<file path="src/rtl/quadrature_decoder_if.sv">
// quadrature_decoder_if
// Register bus between the embedded microcontroller and the quadrature
// decoder.
//   rden : read enable; dout reads 0 when low
//   wren : write strobe, sampled on the rising clock edge
//   addr : register address (3 bits)
//   din  : write data (32 bits)
//   dout : combinational read data (32 bits)
// The master modport is the CPU side and the slave modport is the decoder side.
`timescale 1ns/1ps
interface quadrature_decoder_if;
  logic        rden;
  logic        wren;
  logic [2:0]  addr;
  logic [31:0] din;
  logic [31:0] dout;

  modport master (output rden, output wren, output addr, output din, input dout);
  modport slave  (input rden, input wren, input addr, input din, output dout);
endinterface

</file>
<file path="src/rtl/quadrature_decoder.sv">
// quadrature_decoder
// Decodes the raw A/B encoder channels into a signed 32-bit position and a
// one-cycle step/dir strobe pair. Both channels are synchronized and can
// optionally be glitch-filtered. Illegal transitions, where both bits change
// at once, set a sticky error flag.
//
// Ports:
//   clk          system clock, rising edge
//   reset        asynchronous, active-high
//   bus (slave)  register bus (rden, wren, addr, din, dout)
//   enc_a, enc_b raw encoder channels, asynchronous to clk
//   step         one-cycle pulse per decoded quadrature edge
//   dir          direction of the last step (1 = forward, 0 = reverse)
//
// Registers:
//   0 position (RW)
//   1 control/status
//       bit0 enable       (RW)
//       bit1 dir          (RO)
//       bit2 error        (sticky, write-1-to-clear)
//       bit3 synced A     (RO)
//       bit4 synced B     (RO)
//   2 filter length[3:0] (only with QUAD_GLITCH_FILTER_EN)
//
// Optional feature macro: QUAD_GLITCH_FILTER_EN. When it is defined, the
// debounced state only follows the synchronized input after the input has
// differed from it for N consecutive cycles, where N is the filter length.
`timescale 1ns/1ps
module quadrature_decoder (
  input  logic                 clk,
  input  logic                 reset,
  quadrature_decoder_if.slave  bus,
  input  logic                 enc_a,
  input  logic                 enc_b,
  output logic                 step,
  output logic                 dir
);

  localparam logic [2:0] ADDR_POS    = 3'b000;
  localparam logic [2:0] ADDR_CTRL   = 3'b001;
  localparam logic [2:0] ADDR_FILTER = 3'b010;

  // Position of a {B,A} code in the forward Gray sequence 00,01,11,10.
  function automatic logic [1:0] gray_idx(input logic [1:0] ab);
    case (ab)
      2'b00:   gray_idx = 2'd0;
      2'b01:   gray_idx = 2'd1;
      2'b11:   gray_idx = 2'd2;
      default: gray_idx = 2'd3;
    endcase
  endfunction

  logic [1:0]  sync1_q, sync1_d;
  logic [1:0]  sync2_q, sync2_d;
  logic [1:0]  ab_f_q, ab_f_d;
  logic [1:0]  ab_prev_q, ab_prev_d;
  logic [1:0]  startup_q, startup_d;
  logic [31:0] pos_q, pos_d;
  logic        en_q, en_d;
  logic        err_q, err_d;
  logic        step_q, step_d;
  logic        dir_q, dir_d;

  logic        active;
  logic [1:0]  idx_diff;
  logic        fwd, rev, illegal;
  logic        wr_pos, wr_ctrl;

`ifdef QUAD_GLITCH_FILTER_EN
  logic [3:0]  filt_q, filt_d;
  logic [3:0]  run_q, run_d;
  logic [3:0]  run_inc;
  logic [3:0]  n_eff;
  logic [1:0]  cand_q, cand_d;
  logic        wr_filt;
`endif

  // ---- stage: synchronizer (s1 -> s2) ----
  always_comb begin
    sync1_d = {enc_b, enc_a};
    sync2_d = sync1_q;
  end

  // ---- stage: debounced state ab_f ----
  // While the startup window is open, ab_f loads straight from s2 and the
  // previous-state register follows it too. This way an encoder resting at
  // a non-zero code is absorbed without being decoded as a transition.
  assign active = (startup_q == 2'd0);

`ifdef QUAD_GLITCH_FILTER_EN
  assign n_eff   = (filt_q == 4'd0) ? 4'd1 : filt_q;
  assign wr_filt = bus.wren && (bus.addr == ADDR_FILTER);

  always_comb begin
    ab_f_d  = ab_f_q;
    run_d   = 4'd0;
    run_inc = 4'd0;
    cand_d  = sync2_q;
    filt_d  = wr_filt ? bus.din[3:0] : filt_q;
    if (!active) begin
      ab_f_d = sync2_q;
    end else if (sync2_q != ab_f_q) begin
      // A new differing value starts a fresh run. A run only grows while
      // s2 holds the same value.
      run_inc = (sync2_q != cand_q) ? 4'd1 : run_q + 4'd1;
      if (run_inc >= n_eff) begin
        ab_f_d = sync2_q;
      end else begin
        run_d = run_inc;
      end
    end
  end
`else
  always_comb begin
    ab_f_d = sync2_q;
  end
`endif

  // ---- stage: decode and register update ----
  always_comb begin
    idx_diff = gray_idx(ab_f_q) - gray_idx(ab_prev_q);
    fwd      = active && (idx_diff == 2'd1);
    rev      = active && (idx_diff == 2'd3);
    illegal  = active && (idx_diff == 2'd2);
    wr_pos   = bus.wren && (bus.addr == ADDR_POS);
    wr_ctrl  = bus.wren && (bus.addr == ADDR_CTRL);

    ab_prev_d = active ? ab_f_q : ab_f_d;
    startup_d = active ? startup_q : startup_q - 2'd1;

    pos_d  = pos_q;
    en_d   = en_q;
    err_d  = err_q;
    step_d = 1'b0;
    dir_d  = dir_q;

    if (en_q && (fwd || rev)) begin
      step_d = 1'b1;
      dir_d  = fwd;
      pos_d  = fwd ? pos_q + 32'd1 : pos_q - 32'd1;
    end
    // A CPU write to the position overrides a step in the same cycle.
    if (wr_pos) begin
      pos_d = bus.din;
    end
    if (wr_ctrl) begin
      en_d = bus.din[0];
      if (bus.din[2]) begin
        err_d = 1'b0;
      end
    end
    // A newly detected error takes priority over a clear in the same cycle.
    if (illegal) begin
      err_d = 1'b1;
    end
  end

  always_ff @(posedge clk or posedge reset) begin
    if (reset) begin
      sync1_q   <= 2'b00;
      sync2_q   <= 2'b00;
      ab_f_q    <= 2'b00;
      ab_prev_q <= 2'b00;
      startup_q <= 2'd3;
      pos_q     <= 32'd0;
      en_q      <= 1'b1;
      err_q     <= 1'b0;
      step_q    <= 1'b0;
      dir_q     <= 1'b0;
    end else begin
      sync1_q   <= sync1_d;
      sync2_q   <= sync2_d;
      ab_f_q    <= ab_f_d;
      ab_prev_q <= ab_prev_d;
      startup_q <= startup_d;
      pos_q     <= pos_d;
      en_q      <= en_d;
      err_q     <= err_d;
      step_q    <= step_d;
      dir_q     <= dir_d;
    end
  end

`ifdef QUAD_GLITCH_FILTER_EN
  always_ff @(posedge clk or posedge reset) begin
    if (reset) begin
      filt_q <= 4'd4;
      run_q  <= 4'd0;
      cand_q <= 2'b00;
    end else begin
      filt_q <= filt_d;
      run_q  <= run_d;
      cand_q <= cand_d;
    end
  end
`endif

  assign step = step_q;
  assign dir  = dir_q;

  // ---- read mux ----
  always_comb begin
    bus.dout = 32'd0;
    if (bus.rden) begin
      case (bus.addr)
        ADDR_POS:    bus.dout = pos_q;
        ADDR_CTRL:   bus.dout = {27'd0, sync2_q[1], sync2_q[0], err_q, dir_q, en_q};
`ifdef QUAD_GLITCH_FILTER_EN
        ADDR_FILTER: bus.dout = {28'd0, filt_q};
`endif
        default:     bus.dout = 32'd0;
      endcase
    end
  end

endmodule

</file>
<file path="src/flat_wrapper.sv">
// flat-port wrapper written by rule: the top's interface ports become plain ports
module quadrature_decoder_flat 
  (clk, reset, enc_a, enc_b, step, dir, bus_rden, bus_wren, bus_addr, bus_din, bus_dout);
  quadrature_decoder_if bus_i ();
  input  logic clk;
  input  logic reset;
  input  logic enc_a;
  input  logic enc_b;
  output logic step;
  output logic dir;
  input wire logic [$bits(bus_i.rden)-1:0] bus_rden;
  input wire logic [$bits(bus_i.wren)-1:0] bus_wren;
  input wire logic [$bits(bus_i.addr)-1:0] bus_addr;
  input wire logic [$bits(bus_i.din)-1:0] bus_din;
  output wire logic [$bits(bus_i.dout)-1:0] bus_dout;
  assign bus_i.rden = bus_rden;
  assign bus_i.wren = bus_wren;
  assign bus_i.addr = bus_addr;
  assign bus_i.din = bus_din;
  assign bus_dout = bus_i.dout;
  quadrature_decoder u_core (.clk(clk), .reset(reset), .bus(bus_i), .enc_a(enc_a), .enc_b(enc_b), .step(step), .dir(dir));
endmodule
</file>
<file path="config.mk">
export PLATFORM = sky130hd
export DESIGN_NAME = quadrature_decoder_flat
export DESIGN_NICKNAME = d
export VERILOG_FILES = /design/src/rtl/quadrature_decoder_if.sv /design/src/rtl/quadrature_decoder.sv /design/src/flat_wrapper.sv
export SDC_FILE = /design/constraint.sdc
export NUM_CORES = 1
export LEC_CHECK = 0
export BUFFER_PORTS_ARGS = -buffer_cell sky130_fd_sc_hd__buf_2
export CORE_ASPECT_RATIO = 1.25
export CORE_MARGIN = 1.5
export CORE_UTILIZATION = 29
export CTS_CLUSTER_DIAMETER = 200
export DETAILED_ROUTE_END_ITERATION = 12
export PLACE_DENSITY = 0.56
export SLEW_MARGIN = 10
export SYNTH_ARGS = -nofsm -noshare
export SYNTH_HDL_FRONTEND = slang
export SYNTH_SLANG_ARGS = --single-unit
</file>
<file path="constraint.sdc">
create_clock -name clk -period 5.1 [get_ports clk]
set_clock_uncertainty 0.15 [all_clocks]
set_input_delay 1.275 -clock clk [delete_from_list [all_inputs] [get_ports clk]]
set_output_delay 1.275 -clock clk [all_outputs]
set_load 0.01 [all_outputs]
</file>
==> Yosys cells after proc, flatten, opt, wreduce, memory -nomap -nowiden <==
Index checks and enable logic that the tools add are counted.
{ "totals": {"ff_bits": 46, "latch_bits": 0, "mem_bits_rw": 0, "mem_bits_ro": 0, "input_bits": 41, "output_inout_bits": 34, "word_cells": 49, "mem_count": 0} }
{ "classes": {"addsub": 4, "mul": 0, "div": 0, "order_cmp": 0, "n_eq_ne": 8, "n_shift": 0, "muxes": 12, "bitwise_logic": 0, "n_reduce_logical": 15} }
{ "op_table": {"columns": ["cell", "n"], "rows": [
  ["$mux 32", 4],
  ["$pmux 32 s2", 1],
  ["$add 32x1->32 const B", 1],
  ["$sub 32x1->32 const B", 1],
  ["$pmux 2 s3", 2],
  ["$eq 2x2->1 const B", 4],
  ["$eq 2x1->1 const B", 3],
  ["$logic_and 1x1->1", 6],
  ["$logic_not 2->1", 3],
  ["$reduce_bool 2->1", 3],
  ["$mux 1", 4],
  ["$eq 3x1->1 const B", 1],
  ["$logic_not 3->1", 1],
  ["$mux 2", 1],
  ["$reduce_and 2->1", 1],
  ["$sub 2x1->2 const B", 1],
  ["$sub 2x2->2", 1],
  ["$logic_or 1x1->1", 1]
]} }

==> Depth between registers and ports, before layout <==
{ "depth": {"ltp_word": 9, "mapped_depth": 16, "mapped_depth_nobuf": 16} }

==> Worst setup path before layout <==
OpenSTA, ideal clock, no wires.
{ "synth_timing": {"path_kind": "register to register", "startpoint": "reg u_core.ab_f_q[0]", "endpoint": "reg u_core.pos_q[29]", "setup_ps": 124, "arrival_time_ps": 3986, "required_time_ps": 4826, "slack_ps": 840, "path_stages_with_launch": 15, "path_buffers": 0, "period_less_slack_ps": 4260, "cell_sequence": "dfrtp_1 inv_1 ha_1 ha_1 xnor2_1 or3b_1 ha_1 a211oi_2 o211ai_1 a221o_1 a31o_1 a311o_1 a21oi_2 nor2_1 a211o_1"} }
{ "synth_between": {"elab_chain_cells": 8, "elab_cells_between_ends": 15, "cone_classes": "add/sub (1); eq/ne (4); mux (4); reduce/logical (6)"} }
{ "synth_rtl": {"columns": ["item", "line", "source"], "rows": [
  ["start: declaration", "quadrature_decoder.sv:55", "logic [1:0] ab_f_q, ab_f_d;"],
  ["start signal: assignment", "quadrature_decoder.sv:162", "ab_f_q <= 2'b00;"],
  ["start signal: assignment", "quadrature_decoder.sv:173", "ab_f_q <= ab_f_d;"],
  ["$eq 2x2->1, or another cell as far along", "quadrature_decoder.sv:45", "case (ab)"],
  ["$pmux 2 s3 (*)", "quadrature_decoder.sv:45", null],
  ["$sub 2x2->2 (*)", "quadrature_decoder.sv:121", "idx_diff = gray_idx(ab_f_q) - gray_idx(ab_prev_q);"],
  ["$eq 2x1->1 or $eq 2x2->1 (tied branches)", "quadrature_decoder.sv:122, quadrature_decoder.sv:123", null],
  ["$logic_and 1x1->1 (on tied branches)", "quadrature_decoder.sv:122, quadrature_decoder.sv:123", null],
  ["$mux 32 or $logic_or 1x1->1 (tied branches)", "quadrature_decoder.sv:140, quadrature_decoder.sv:137", null],
  ["$mux 32 or $logic_and 1x1->1 (tied branches)", "quadrature_decoder.sv:137", "if (en_q && (fwd || rev)) begin"],
  ["$mux 32 or $reduce_bool 2->1 (tied branches)", null, null],
  ["end signal: assignment", "quadrature_decoder.sv:176", "pos_q <= pos_d;"],
  ["end: declaration", "quadrature_decoder.sv:58", "logic [31:0] pos_q, pos_d;"]
]} }
Every way passes the cells marked *; elsewhere a longest branch is shown, timed or not. The select of a mux whose other input is x is not followed.
A chain may end at the register's enable or synchronous reset.

==> Worst setup path after layout <==
Ends and elaborated chain as after synthesis.

==> results.json <==
{
  "fill_cells": 1443,
  "worst-path-max-fanout": 21,
  "clock_latency_ns": 0.29,
  "drive_above_1_share_pct": 17.9,
  "grt_pass1_vias": 3773,
  "htree_levels": 2,
  "die-area_um2": 14300,
  "cts_tree": "yes",
  "fin_tns_setup_ns": 0,
  "setup_ws_ns": 0.768,
  "synth-async-reset-ratio_pct": 100,
  "avgSynthCellArea_um2": 8.00,
  "worst_pin_slew_ns": 1.01,
  "slew_headroom_pct": 32.5,
  "syn_inst": 494,
  "cts.repair.resized": 0,
  "endpoint_kind": "flop",
  "coreArea_um2": 13300,
  "layoutNonFillerInstCount": 730,
  "finalHoldViolCount": 0,
  "cts_sinks": 46,
  "ant_nets": 0,
  "diodes": 0,
  "p_per_area_nw_per_um2": 652,
  "root_buffer": "clkbuf_16",
  "fp.dieH_um": 133,
  "drc": 0,
  "dr.pass1.iters": 4,
  "crit_type": "flop to flop",
  "grt_pass1_wl_mm": 18.2,
  "cts_buffers": 5,
  "io_pins": 75,
  "via_per_inst": 5.14,
  "pre_cts_ws_ns": 0.795,
  "met2_length_mm": 5.65,
  "cts_buffer_depth": 2,
  "setup_violations": 0,
  "syn_nets": 575,
  "synthesis.area_um2": 3950,
  "crit_top_cell": "ha_1",
  "synth-seq-cells": 46,
  "drtIter0Drc": 206,
  "syn_to_final_growth_pct": 17.7,
  "yosys_warnings": 0,
  "critPathLaunchType": "flop",
  "start_util_pct": 29.7,
  "max-vdd-ir-drop_v": 0.000199,
  "crit_slowest_cell": "or3b_1",
  "dpl_cell_area_um2": 4500,
  "overflow": 0,
  "top_layer_used": "met4",
  "slew_viol_final": 0,
  "finalCriticalPeriod_ns": 4.33,
  "nNetsFinal": 639,
  "hold_class": "flop to flop",
  "grt_max_degree": 47,
  "rsz0062_at_grt": "false",
  "io_buffers": 74,
  "post_synth_num_cell_types": 51,
  "die_w_um": 107,
  "dp.cells": 722,
  "cts_hold_buf": 0,
  "leakage_nw": 2.22,
  "ff2ff_path_depth": 15,
  "ys.flop_type": "dfrtp_1",
  "maxCapViolCount": 0,
  "grtUsageTotal_pct": 15.7,
  "cp_data_required_time_ns": 5.13,
  "crit_chain": "inv_1 -> ha_1 -> ha_1 -> xnor2_1 -> or3b_1 -> buf_4 -> ha_1 -> a211oi_2 -> o211ai_1 -> a221o_1 -> a31o_1 -> a311o_1 -> a21oi_2 -> nor2_1 -> a211o_1",
  "wl_met1_mm": 5.02,
  "dp.final_hpwl_mm": 8.31,
  "finalWirelength_mm": 11.1,
  "arrival_ns": 4.36,
  "final_cell_area_um2": 4650,
  "postCtsSetupBuffers": 0,
  "slowest_delay_ns": 0.42,
  "via_count": 3754,
  "rows": 47,
  "outcome": "finished clean",
  "wl_per_cell_um": 15.3,
  "clock.fmax_mhz": 231,
  "gp_congestion": 0.853,
  "hold_depth": 0,
  "yosysSeqAreaShare_pct": 29.2,
  "antenna_found_initial": 0,
  "synth_enable_flop_cells": 0,
  "met3_length_um": 332,
  "post-route-period-util_pct": 84.9,
  "clk_pin_slew_ns": 0.07
}
[registers in the layout, indices dropped and copies added, names as in the netlist]
| register | count |
|---|---|
| u_core.ab_f_d | 2 |
| u_core.ab_f_q | 2 |
| u_core.ab_prev_q | 2 |
| u_core.dir | 1 |
| u_core.en_q | 1 |
| u_core.err_q | 1 |
| u_core.pos_q | 32 |
| u_core.startup_q | 2 |
| u_core.step | 1 |
| u_core.sync1_q | 2 |
[critical path: cells and delay by family (launching register included)]
| family | cells | cell delay [ns] |
|---|---|---|
| AO/OA/AOI/OAI | 7 | 1.90 |
| XOR/XNOR | 1 | 0.15 |
| AND/OR/NAND/NOR | 2 | 0.48 |
| adder cells (fa/ha/maj) | 3 | 0.86 |
| flip-flops | 1 | 0.37 |
| buffers and inverters | 2 | 0.30 |
[cell type report]
cell class              instances  area [um^2]  share of cell area, %
multi-input cells             407         2650                   57.0
flip-flops and latches         46         1150                   24.8
repair buffers                 80          415                   8.93
well taps                     171          214                   4.60
clock buffers                   5          125                   2.69
inverters                      18         67.6                   1.45
clock inverters                 3         25.0                  0.538
[per-stage QoR]
step	power [W]	hold WS [ns]	utilization, %
6_report	0.00303	0.200	35.0
4_1_cts	0.00304	0.204	35.0
3_3_place_gp	0.00267	0.185	33.9
2_1_floorplan	0.00223	0.181	-
3_5_place_dp	0.00267	0.188	33.9
5_1_grt	0.00333	0.209	35.0
[worst paths after layout]
path	startpoint	end	slack [ns]
max reg2reg	u_core.ab_f_q[0]	u_core.pos_q[29]	0.77
max in group asynchronous	reset	u_core.pos_q[13]	3.10
min in group asynchronous	reset	u_core.pos_q[25]	1.07
min reg2reg	u_core.sync1_q[1]	u_core.ab_f_d[1]	0.20
min	u_core.sync1_q[1]	u_core.ab_f_d[1]	0.20
max	u_core.ab_f_q[0]	u_core.pos_q[29]	0.77
[where the power goes]
group          internal [W]  total, W  leakage, nW  switching, W
sequential         0.000505  0.000644        0.545      0.000138
clock              0.000185  0.000343       0.0704      0.000158
combinational      0.000888   0.00204         1.61       0.00116
total               0.00158   0.00303         2.22       0.00145
[synth_stat cells, types with 2 or more instances]
cell type | number | area, um^2
a21oi_1 | 65 | 325
nand2_1 | 49 | 184
dfrtp_1 | 43 | 1080
nor2_1 | 40 | 150
ha_1 | 39 | 488
o21ai_0 | 33 | 165
and2_1 | 28 | 175
clkbuf_1 | 23 | 86.3
xnor2_1 | 21 | 184
inv_1 | 18 | 67.6
nand3_1 | 15 | 75.1
a21o_1 | 14 | 105
and3_1 | 11 | 68.8
mux2i_1 | 11 | 110
nor3_1 | 10 | 50.1
a31oi_1 | 8 | 50.1
nand4_1 | 5 | 31.3
o21bai_1 | 5 | 37.5
nor2b_1 | 4 | 25.0
o31ai_1 | 4 | 30.0
xor2_1 | 4 | 35.0
dfstp_2 | 3 | 78.8
mux2_2 | 3 | 33.8
nand2b_1 | 3 | 18.8
nand3b_1 | 3 | 22.5
o211ai_1 | 3 | 22.5
o21ai_1 | 3 | 15.0
a211oi_1 | 2 | 15.0
o2111ai_1 | 2 | 17.5
[placed cells by master, fill, tap and decap left out, types with 3 or more instances in the layout]
| cell | instances |
|---|---|
| a21o_1 | 14 |
| a21oi_1 | 65 |
| a31oi_1 | 8 |
| and2_1 | 28 |
| and3_1 | 11 |
| buf_2 | 74 |
| buf_4 | 6 |
| clkbuf_16 | 5 |
| dfrtp_1 | 43 |
| dfstp_2 | 3 |
| ha_1 | 39 |
| inv_1 | 17 |
| mux2_2 | 3 |
| mux2i_1 | 11 |
| nand2_1 | 49 |
| nand2b_1 | 3 |
| nand3_1 | 15 |
| nand3b_1 | 3 |
| nand4_1 | 5 |
| nor2_1 | 39 |
| nor2b_1 | 4 |
| nor3_1 | 10 |
| o211ai_1 | 3 |
| o21ai_0 | 33 |
| o21ai_1 | 3 |
| o21bai_1 | 5 |
| o31ai_1 | 4 |
| xnor2_1 | 21 |
| xor2_1 | 4 |
[per-layer routing]
metal  GRT usage (%)  vias up
met1            19.2     1775
met5               0        -
met3            1.66        8
met2            28.7       80
met4            5.04        0
li1                -     1891
[cells by family (layout without fill, tap and decap cells)]
family | count (synthesis) | after routing | share of synthesized area [%]
simple gates | 175 | 175 | 21.7
mux | 14 | 14 | 3.64
flops | 46 | 46 | 29.2
buf+inv | 41 | 106 | 3.90
xor+xnor | 25 | 25 | 5.54
fa+ha+maj | 40 | 40 | 12.9
compound gates | 153 | 153 | 23.1
No activity file was read; power rests on OpenSTA's default activity.
